**config.mk**
```make
export PLATFORM = sky130hd
export DESIGN_NAME = addsub_serial
export DESIGN_NICKNAME = d
export VERILOG_FILES = /design/src/rtl/addsub_serial.sv
export SDC_FILE = /design/constraint.sdc
export NUM_CORES = 1
export LEC_CHECK = 0
export CORE_MARGIN = 5
export CORE_UTILIZATION = 30
export DETAILED_ROUTE_END_ITERATION = 16
export PLACE_DENSITY = 0.6
export SLEW_MARGIN = 40
export SYNTH_ARGS = -nofsm -noshare
export SYNTH_HDL_FRONTEND = slang
export SYNTH_SLANG_ARGS = --single-unit
export TNS_END_PERCENT = 50
```
**constraint.sdc**
```tcl
create_clock -name clk_i -period 1.8 [get_ports clk_i]
set_clock_uncertainty 0.1 [all_clocks]
set_input_delay 0.18 -clock clk_i [delete_from_list [all_inputs] [get_ports clk_i]]
set_output_delay 0.18 -clock clk_i [all_outputs]
set_load 0.03 [all_outputs]
```
**src/rtl/addsub_serial.sv**
```systemverilog
// Digit-serial two's-complement adder/subtractor: one operand pair per valid/ready
// transaction, DIGIT bits per clock, result held with carry/overflow flags until taken.
//
// state | meaning
// ------+-----------------------------------------------------------
// IDLE  | waiting for an operand pair, in_ready_o high
// CALC  | processing one DIGIT-wide slice per clock, busy_o high
// DONE  | result presented on s_o/cout_o/ovf_o, out_valid_o high

module addsub_serial #(
    parameter int WIDTH = 8,
    parameter int DIGIT = 2
) (
    input  logic             clk_i,
    input  logic             rst_i,
    input  logic             in_valid_i,
    output logic             in_ready_o,
    input  logic [WIDTH-1:0] a_i,
    input  logic [WIDTH-1:0] b_i,
    input  logic             cin_i,
    input  logic             sub_i,
    output logic             out_valid_o,
    input  logic             out_ready_i,
    output logic [WIDTH-1:0] s_o,
    output logic             cout_o,
    output logic             ovf_o,
    output logic             busy_o
);

    localparam int NDIG = WIDTH / DIGIT;
    localparam int CW   = (NDIG > 1) ? $clog2(NDIG) : 1;

    if (WIDTH < 2 || DIGIT < 1 || (WIDTH % DIGIT) != 0) begin : g_param_err
        $error("addsub_serial: WIDTH must be >= 2 and divisible by DIGIT");
    end

    typedef enum logic [1:0] {
        S_IDLE = 2'd0,
        S_CALC = 2'd1,
        S_DONE = 2'd2
    } state_t;

    state_t           state_q, state_d;
    logic [WIDTH-1:0] a_q, a_d;
    logic [WIDTH-1:0] b_q, b_d;
    logic [WIDTH-1:0] acc_q, acc_d;
    logic [WIDTH-1:0] s_q, s_d;
    logic             carry_q, carry_d;
    logic             cout_q, cout_d;
    logic             ovf_q, ovf_d;
    logic [CW-1:0]    cnt_q, cnt_d;

    logic [DIGIT:0]   dsum;
    logic [WIDTH-1:0] dig_ext;
    logic             cmsb;
    logic             last;

    // Carry into the top bit of the current slice, recovered from its sum bit.
    always_comb begin
        dsum    = {1'b0, a_q[DIGIT-1:0]} + {1'b0, b_q[DIGIT-1:0]} + {{DIGIT{1'b0}}, carry_q};
        dig_ext = WIDTH'(dsum[DIGIT-1:0]);
        cmsb    = a_q[DIGIT-1] ^ b_q[DIGIT-1] ^ dsum[DIGIT-1];
        last    = (cnt_q == CW'(NDIG - 1));
    end

    always_comb begin
        state_d = state_q;
        a_d     = a_q;
        b_d     = b_q;
        acc_d   = acc_q;
        s_d     = s_q;
        carry_d = carry_q;
        cout_d  = cout_q;
        ovf_d   = ovf_q;
        cnt_d   = cnt_q;
        case (state_q)
            S_IDLE: begin
                if (in_valid_i) begin
                    a_d     = a_i;
                    b_d     = b_i ^ {WIDTH{sub_i}};
                    carry_d = cin_i ^ sub_i;
                    acc_d   = '0;
                    cnt_d   = '0;
                    state_d = S_CALC;
                end
            end
            S_CALC: begin
                a_d     = a_q >> DIGIT;
                b_d     = b_q >> DIGIT;
                acc_d   = (acc_q >> DIGIT) | (dig_ext << (WIDTH - DIGIT));
                carry_d = dsum[DIGIT];
                cnt_d   = cnt_q + CW'(1);
                if (last) begin
                    s_d     = acc_d;
                    cout_d  = dsum[DIGIT];
                    ovf_d   = cmsb ^ dsum[DIGIT];
                    state_d = S_DONE;
                end
            end
            S_DONE: begin
                if (out_ready_i) begin
                    state_d = S_IDLE;
                end
            end
            default: state_d = S_IDLE;
        endcase
    end

    always_ff @(posedge clk_i or posedge rst_i) begin
        if (rst_i) begin
            state_q <= S_IDLE;
            a_q     <= '0;
            b_q     <= '0;
            acc_q   <= '0;
            s_q     <= '0;
            carry_q <= 1'b0;
            cout_q  <= 1'b0;
            ovf_q   <= 1'b0;
            cnt_q   <= '0;
        end else begin
            state_q <= state_d;
            a_q     <= a_d;
            b_q     <= b_d;
            acc_q   <= acc_d;
            s_q     <= s_d;
            carry_q <= carry_d;
            cout_q  <= cout_d;
            ovf_q   <= ovf_d;
            cnt_q   <= cnt_d;
        end
    end

    assign in_ready_o  = (state_q == S_IDLE);
    assign out_valid_o = (state_q == S_DONE);
    assign busy_o      = (state_q == S_CALC);
    assign s_o         = s_q;
    assign cout_o      = cout_q;
    assign ovf_o       = ovf_q;

endmodule

```
==> out/metrics.cfg, run 1 <==
[status]
status = finished, violations left
violations = negative setup slack

[global_route]
antenna_found_initial = 0
grt_pass1_wl_mm = 6.59
track_usage_pct = 11.1
grt_pass1_vias = 1420
globalRouteOverflowTotal = 0
grt_max_degree = 38

[finish]
syn_to_final_growth_pct = 32.5
layout-drive-gt1-share_pct = 16.6
layout_common_cells = 36 x dfrtp_1, 31 x clkdlybuf4s50_1, 15 x o21ai_0, 15 x buf_4, 12 x nand2_1
n_fill_cell = 613
nets = 231
final_common_cell = dfrtp_1
n_antenna_cell = 0

[worst_setup_path]
start_kind = flip-flop
required_ns = 1.87
arrival_ns = 1.87
path_class = flip-flop to flip-flop
end_kind = flip-flop
critical_path_peak_fanout = 2

[route]
viasPerCell = 4.79
drt-initial-drc-count = 36
num_vias = 1342
drc = 0
routedWlPerCell_microns = 13.7
drt_pass1_iterations = 4
detail-route-antenna-nets = 0
drt-total-wl_mm = 3.85

[synth]
synth.ff_latch_count = 37
synth_edf_count = 0
post_synth.cell_area_avg_sq_um = 10.9
ys_warn_count = 0
syn_inst = 163
yosysSeqAreaShare_pct = 52.3
synthFlopType = dfrtp_1
synthArstFlopShare_pct = 100
synthDistinctLibCells = 30
synth_nets = 189
syn-cell-area_sq_mm = 0.00177

[sta]
final.min_clock_period_ns = 1.81
tightest_slew_ns = 0.475
drv_slew = 0
finalSetupTns_ns = -0.00514
final.period_utilization_pct = 100
slew_headroom_pct = 68.4
rsz0062_at_grt = true
setup_violations = 1
fmax_mhz = 554
setup_ws_ns = -0.00514
hold_viol_final = 0

[placed_design]
port_buffers = 34
gp_congestion = 0.744
place_ws_ns = -0.0290
dpl.hpwl_mm = 2.72

[clock_network]
cts_hold_buf = 0
cts.clk_slew.worst_paths_ns = 0.08
cts_buffers = 5
htree_levels = 2
cts_tree = yes
clock_sinks = 37
clock_path_buffers = 2
cts.root.buffer_cell = clkbuf_8
clk_latency_ns = 0.28

[floorplan]
num_rows = 28
dieHeight_microns = 86.8
die_area_sq_mm = 0.00753
ios = 35
initial_core_util_pct = 30.4
fp.dieW_microns = 86.8
core_sq_mm = 0.00582

[flow_run]
maxCapViolCount = 0

[worst_hold_path]
hold_path_class = primary input to async pin

[power]
peakVddDrop_mv = 0.632
power_density_mw_per_mm2 = 1660
power_uw = 3900
p_leak_uw = 0.00101

==> layout make-up <==
type	instances	area, sq um	share of cell area, %
Clock inverter	1	7.51	0.320
Timing Repair Buffer	46	423	18.0
Inverter	12	50.0	2.14
Tap cell	75	93.8	4.00
Clock buffer	6	82.6	3.52
Multi-Input combinational cell	103	759	32.4
Sequential cell	37	927	39.6
==> per-layer routing <==
layer | wire length [microns] | global-route usage [%] | vias up
met3 | 232 | 2.95 | 2
li1 | - | - | 657
met2 | 1730 | 18.5 | 36
met1 | 1860 | 14.2 | 647
met5 | 0 | 0 | -
met4 | 25 | 2.97 | 0
==> worst max-delay path, cell delays in order (launching register included) <==
cell and delay (ns):
dfrtp_1 0.37, inv_2 0.05, fa_2 0.39, fa_2 0.40
xor2_2 0.16, xnor2_1 0.15, o21ai_1 0.08
==> sequential cells by signal, indices dropped and copies added (netlist names) <==
signal and flops:
s_o 8, ovf_o 1, state_q 2, b_q 8, acc_q 6, cout_o 1, a_q 8, cnt_q 2
carry_q 1
==> timing repair <==
| action | CTS | global route |
|---|---|---|
| resized for setup | 2 | 5 |
| setup buffers | 0 | 1 |
| pin swaps | 0 | 4 |
| endpoints found under the hold margin | 0 | 0 |
| cloned | 0 | 0 |
| endpoints found under the setup margin | 2 | 5 |
==> worst paths after layout <==
check,from,end,slack [ns],depth (start not counted)
max,carry_q$_DFFE_PP0P_,ovf_o$_DFFE_PP0P_,-0.005,6
min,rst_i,s_o[3]$_DFFE_PP0P_,0.20,3
max reg2reg,carry_q$_DFFE_PP0P_,ovf_o$_DFFE_PP0P_,-0.005,6
min reg2reg,s_o[6]$_DFFE_PP0P_,s_o[6]$_DFFE_PP0P_,0.38,2
max in group asynchronous,rst_i,state_q[1]$_DFFE_PP0P_,1.05,3
min in group clk_i,out_ready_i,state_q[1]$_DFFE_PP0P_,0.38,2
==> report_power, final <==
group	switching [uW]	internal [uW]	leakage, uW
Clock	281	303	0.0000433
Combinational	1020	878	0.000488
Sequential	233	1180	0.000478
Total	1540	2360	0.00101
==> metrics by stage <==
stage | hold slack, ns | util, % | cell area, sq um | instances
CTS | 0.224 | 40.1 | 2330 | 279
global route | 0.271 | 40.3 | 2340 | 280
floorplan | 0.187 | - | 1770 | 163
global placement | 0.365 | 38.3 | 2230 | 272
detailed placement | 0.373 | 38.3 | 2230 | 272
finish | 0.203 | 40.3 | 2340 | 280
==> synth_stat cells, drive strengths merged, types with 6 or more instances <==
master	number	share of area [%]
dfrtp	37	52
o21ai	17	4.8
inv	12	2.5
nand2	12	2.5
nor2b	9	3.2
a21oi	8	2.3
xnor2	8	4.0
a22oi	7	3.0
buf	7	2.0
mux2	6	3.8
o32ai	6	3.0
==> cell families after synthesis <==
logic type	Yosys count	share of synthesized area, %
muxes	6	3.82
xor gates and xnor gates	11	5.45
AOI/OAI and AO/OA	54	21.4
adders and majority gates	4	3.68
buffers and inverters	23	5.44
and+or+nand+nor	28	7.85
DFF	37	52.3
(Power assumes the default switching activity.)
==> run 2: changes to the inputs <==
--- a/config.mk
+++ b/config.mk
@@ -7,2 +7,3 @@
 export LEC_CHECK = 0
+export CAP_MARGIN = 0
 export CORE_MARGIN = 5
==> constraint.sdc (replaced) <==
create_clock -name clk_i -period 1.8 [get_ports clk_i]
set_clock_uncertainty 0.1 [all_clocks]
set_input_delay 0.36 -clock clk_i [delete_from_list [all_inputs] [get_ports clk_i]]
set_output_delay 0.36 -clock clk_i [all_outputs]
set_load 0.03 [all_outputs]
==> out/metrics.cfg, run 2 (synthesis gave the netlist of run 1 again) <==
[status]
status = completed  ; was finished, violations left

[power]
cellInternalPower_uw = 2540  ; was 2360 uW
seqPwrFrac_pct = 34.5  ; was 36.3%
power_density_mw_per_mm2 = 1660  ; about the same
power_frac_comb_pct = 47.2  ; was 48.7%
p_clk_share_pct = 18.3  ; was 15.0%
peakVddDrop_mv = 0.528  ; was 0.632 mV
p_sw_uw = 1540  ; about the same
p_leak_uw = 0.00119  ; was 0.00101 uW
swShare_pct = 37.8  ; was 39.4%
power_uw = 4080  ; was 3900 uW

[worst_setup_path]
end_kind = primary output  ; was flip-flop
slowest_stage = clkdlybuf4s50_1  ; was fa_2
worstSetupPathDepth = 1  ; was 6
critPathMaxStageDelay_ns = 0.67  ; was 0.40 ns
arrival_ns = 1.29  ; was 1.87 ns
path_cells = clkdlybuf4s50_1  ; was inv_2, fa_2, fa_2, xor2_2, xnor2_1, o21ai_1
crit_family = buffers and inverters  ; was adder cells
reg2reg_slack_ns = 0.05  ; was -0.005 ns
start_kind = flip-flop  ; unchanged
cp.buffers_inverters = 1  ; unchanged
r2r_cells = 5  ; was 6
required_ns = 1.34  ; was 1.87 ns
reg2reg_from = carry_q$_DFFE_PP0P_  ; unchanged
critical_path_peak_fanout = 2  ; unchanged
timing.rr.end = ovf_o$_DFFE_PP0P_  ; unchanged
cp-startpoint = s_o[1]$_DFFE_PP0P_  ; was carry_q$_DFFE_PP0P_
path_class = flip-flop to primary output  ; was flip-flop to flip-flop

[finish]
layout_common_cells = 37 x dfrtp_1, 22 x clkdlybuf4s50_1, 22 x buf_4  ; was 36 x dfrtp_1, 31 x clkdlybuf4s50_1, 15 x o21ai_0, 15 x buf_4, 12 x nand2_1
layout-drive-gt1-share_pct = 18.7  ; was 16.6%
nets = 239  ; was 231
syn_to_final_growth_pct = 38.7  ; was 32.5%
n_fill_cell = 598  ; was 613
n_antenna_cell = 0  ; unchanged
final_common_cell = dfrtp_1  ; unchanged
final_cell_area_sq_mm = 0.00245  ; was 0.00234 sq mm

[global_route]
antenna_found_initial = 0  ; unchanged
grt_pass1_wl_mm = 6.78  ; was 6.59 mm
globalRouteOverflowTotal = 0  ; unchanged
grt_max_degree = 38  ; unchanged
grt_pass1_vias = 1436  ; was 1,420
track_usage_pct = 11.5  ; was 11.1%

[sta]
rsz0062_at_grt = true  ; unchanged
hold_slack_ns = 0.325  ; was 0.203 ns
hold_viol_final = 0  ; unchanged
slew_headroom_pct = 72.5  ; was 68.4%
drv_slew = 0  ; unchanged
final.min_clock_period_ns = 1.75  ; was 1.81 ns
final.period_utilization_pct = 97.4  ; was 100%
finalSetupTns_ns = 0  ; was -0.00514 ns
tightest_slew_ns = 0.411  ; was 0.475 ns
setup_violations = 0  ; was 1
fmax_mhz = 570  ; was 554 MHz
setup_ws_ns = 0.0471  ; was -0.00514 ns

[route]
num_vias = 1376  ; was 1,342
drt_pass1_iterations = 4  ; unchanged
routedWlPerCell_microns = 13.4  ; was 13.7 microns
drt-total-wl_mm = 3.88  ; was 3.85 mm
detail-route-antenna-nets = 0  ; unchanged
drc = 0  ; unchanged
viasPerCell = 4.76  ; was 4.79
drt-initial-drc-count = 39  ; was 36

[placed_design]
place_area_sq_mm = 0.00230  ; was 0.00223 sq mm
place_ws_ns = -0.0262  ; was -0.0290 ns
port_buffers = 34  ; unchanged
gp_congestion = 0.769  ; was 0.744
dpl.hpwl_mm = 2.84  ; was 2.72 mm

[clock_network]
clock_path_buffers = 2  ; unchanged
clock_sinks = 37  ; unchanged
clk_latency_ns = 0.29  ; was 0.28 ns
htree_levels = 2  ; unchanged
cts.clk_slew.worst_paths_ns = 0.07  ; was 0.08 ns
cts_buffers = 5  ; unchanged
cts_tree = yes  ; unchanged
cts.root.buffer_cell = clkbuf_8  ; unchanged

[floorplan]
fp.dieW_microns = 86.8  ; unchanged
ios = 35  ; unchanged
initial_core_util_pct = 30.4  ; unchanged
num_rows = 28  ; unchanged
die_area_sq_mm = 0.00753  ; unchanged
dieHeight_microns = 86.8  ; unchanged
core_sq_mm = 0.00582  ; unchanged

[flow_run]
maxCapViolCount = 0  ; unchanged

[worst_hold_path]
hold_path_class = primary input to async pin  ; unchanged

run 2: routing by layer:
| layer | vias up | part of all wire, % | GRT usage [%] |
|---|---|---|---|
| met5 | - | 0 | 0 |
| met3 | 8 | 5.6 | 2.95 |
| met4 | 0 | 1.6 | 4.25 |
| li1 | 677 | - | - |
| met1 | 655 | 47 | 15.7 |
| met2 | 36 | 45 | 17.6 |
run 2: area by class of cell:
type	instances	area (sq um)	area share, %
Sequential cell	37	926	37.7
Multi-Input combinational cell	103	752	30.6
Timing Repair Buffer	54	514	21.0
Clock inverter	2	37.5	1.53
Clock buffer	6	82.6	3.37
Tap cell	75	93.8	3.82
Inverter	12	47.5	1.94
run 2: worst max-delay path by stage:
stage          slack, ns                  to
4_1_cts            0.003               ovf_o
3_3_place_gp      -0.005  b_q[0]$_DFFE_PP0P_
5_1_grt           -0.007              busy_o
2_1_floorplan       0.04   ovf_o$_DFFE_PP0P_
6_report            0.05              s_o[1]
3_5_place_dp       -0.03  b_q[3]$_DFFE_PP0P_
run 2: power by group through the flow:
stage / logic [uW] / clock network, uW / registers, uW
floorplan: 1070 / 0 / 1570
global placement: 1920 / 0 / 1430
detailed placement: 1950 / 0 / 1430
CTS: 1970 / 769 / 1420
global route: 2140 / 804 / 1470
finish: 1930 / 748 / 1410
run 2: what timing repair did:
action / in CTS / in global routing
hold endpoints to repair: 0 / 0
pin swaps: 2 / 1
resized for setup: 2 / 10
hold buffers: 0 / 0
setup buffers: 1 / 0
setup endpoints to repair: 2 / 10
run 2: stage by stage:
step           util [%]  std cells
2_1_floorplan         -        163
3_3_place_gp       39.6        280
3_5_place_dp       39.6        280
4_1_cts            41.8        289
5_1_grt            42.2        289
6_report           42.2        289
run 2: worst reg2reg max path, delay by kind of cell (launching register included):
kind / cells / cell delay [ns]
XOR/XNOR: 1 / 0.12
buffers and inverters: 1 / 0.08
flip-flops: 1 / 0.34
AO/OA/AOI/OAI: 1 / 0.07
adder cells (fa/ha/maj): 2 / 0.95
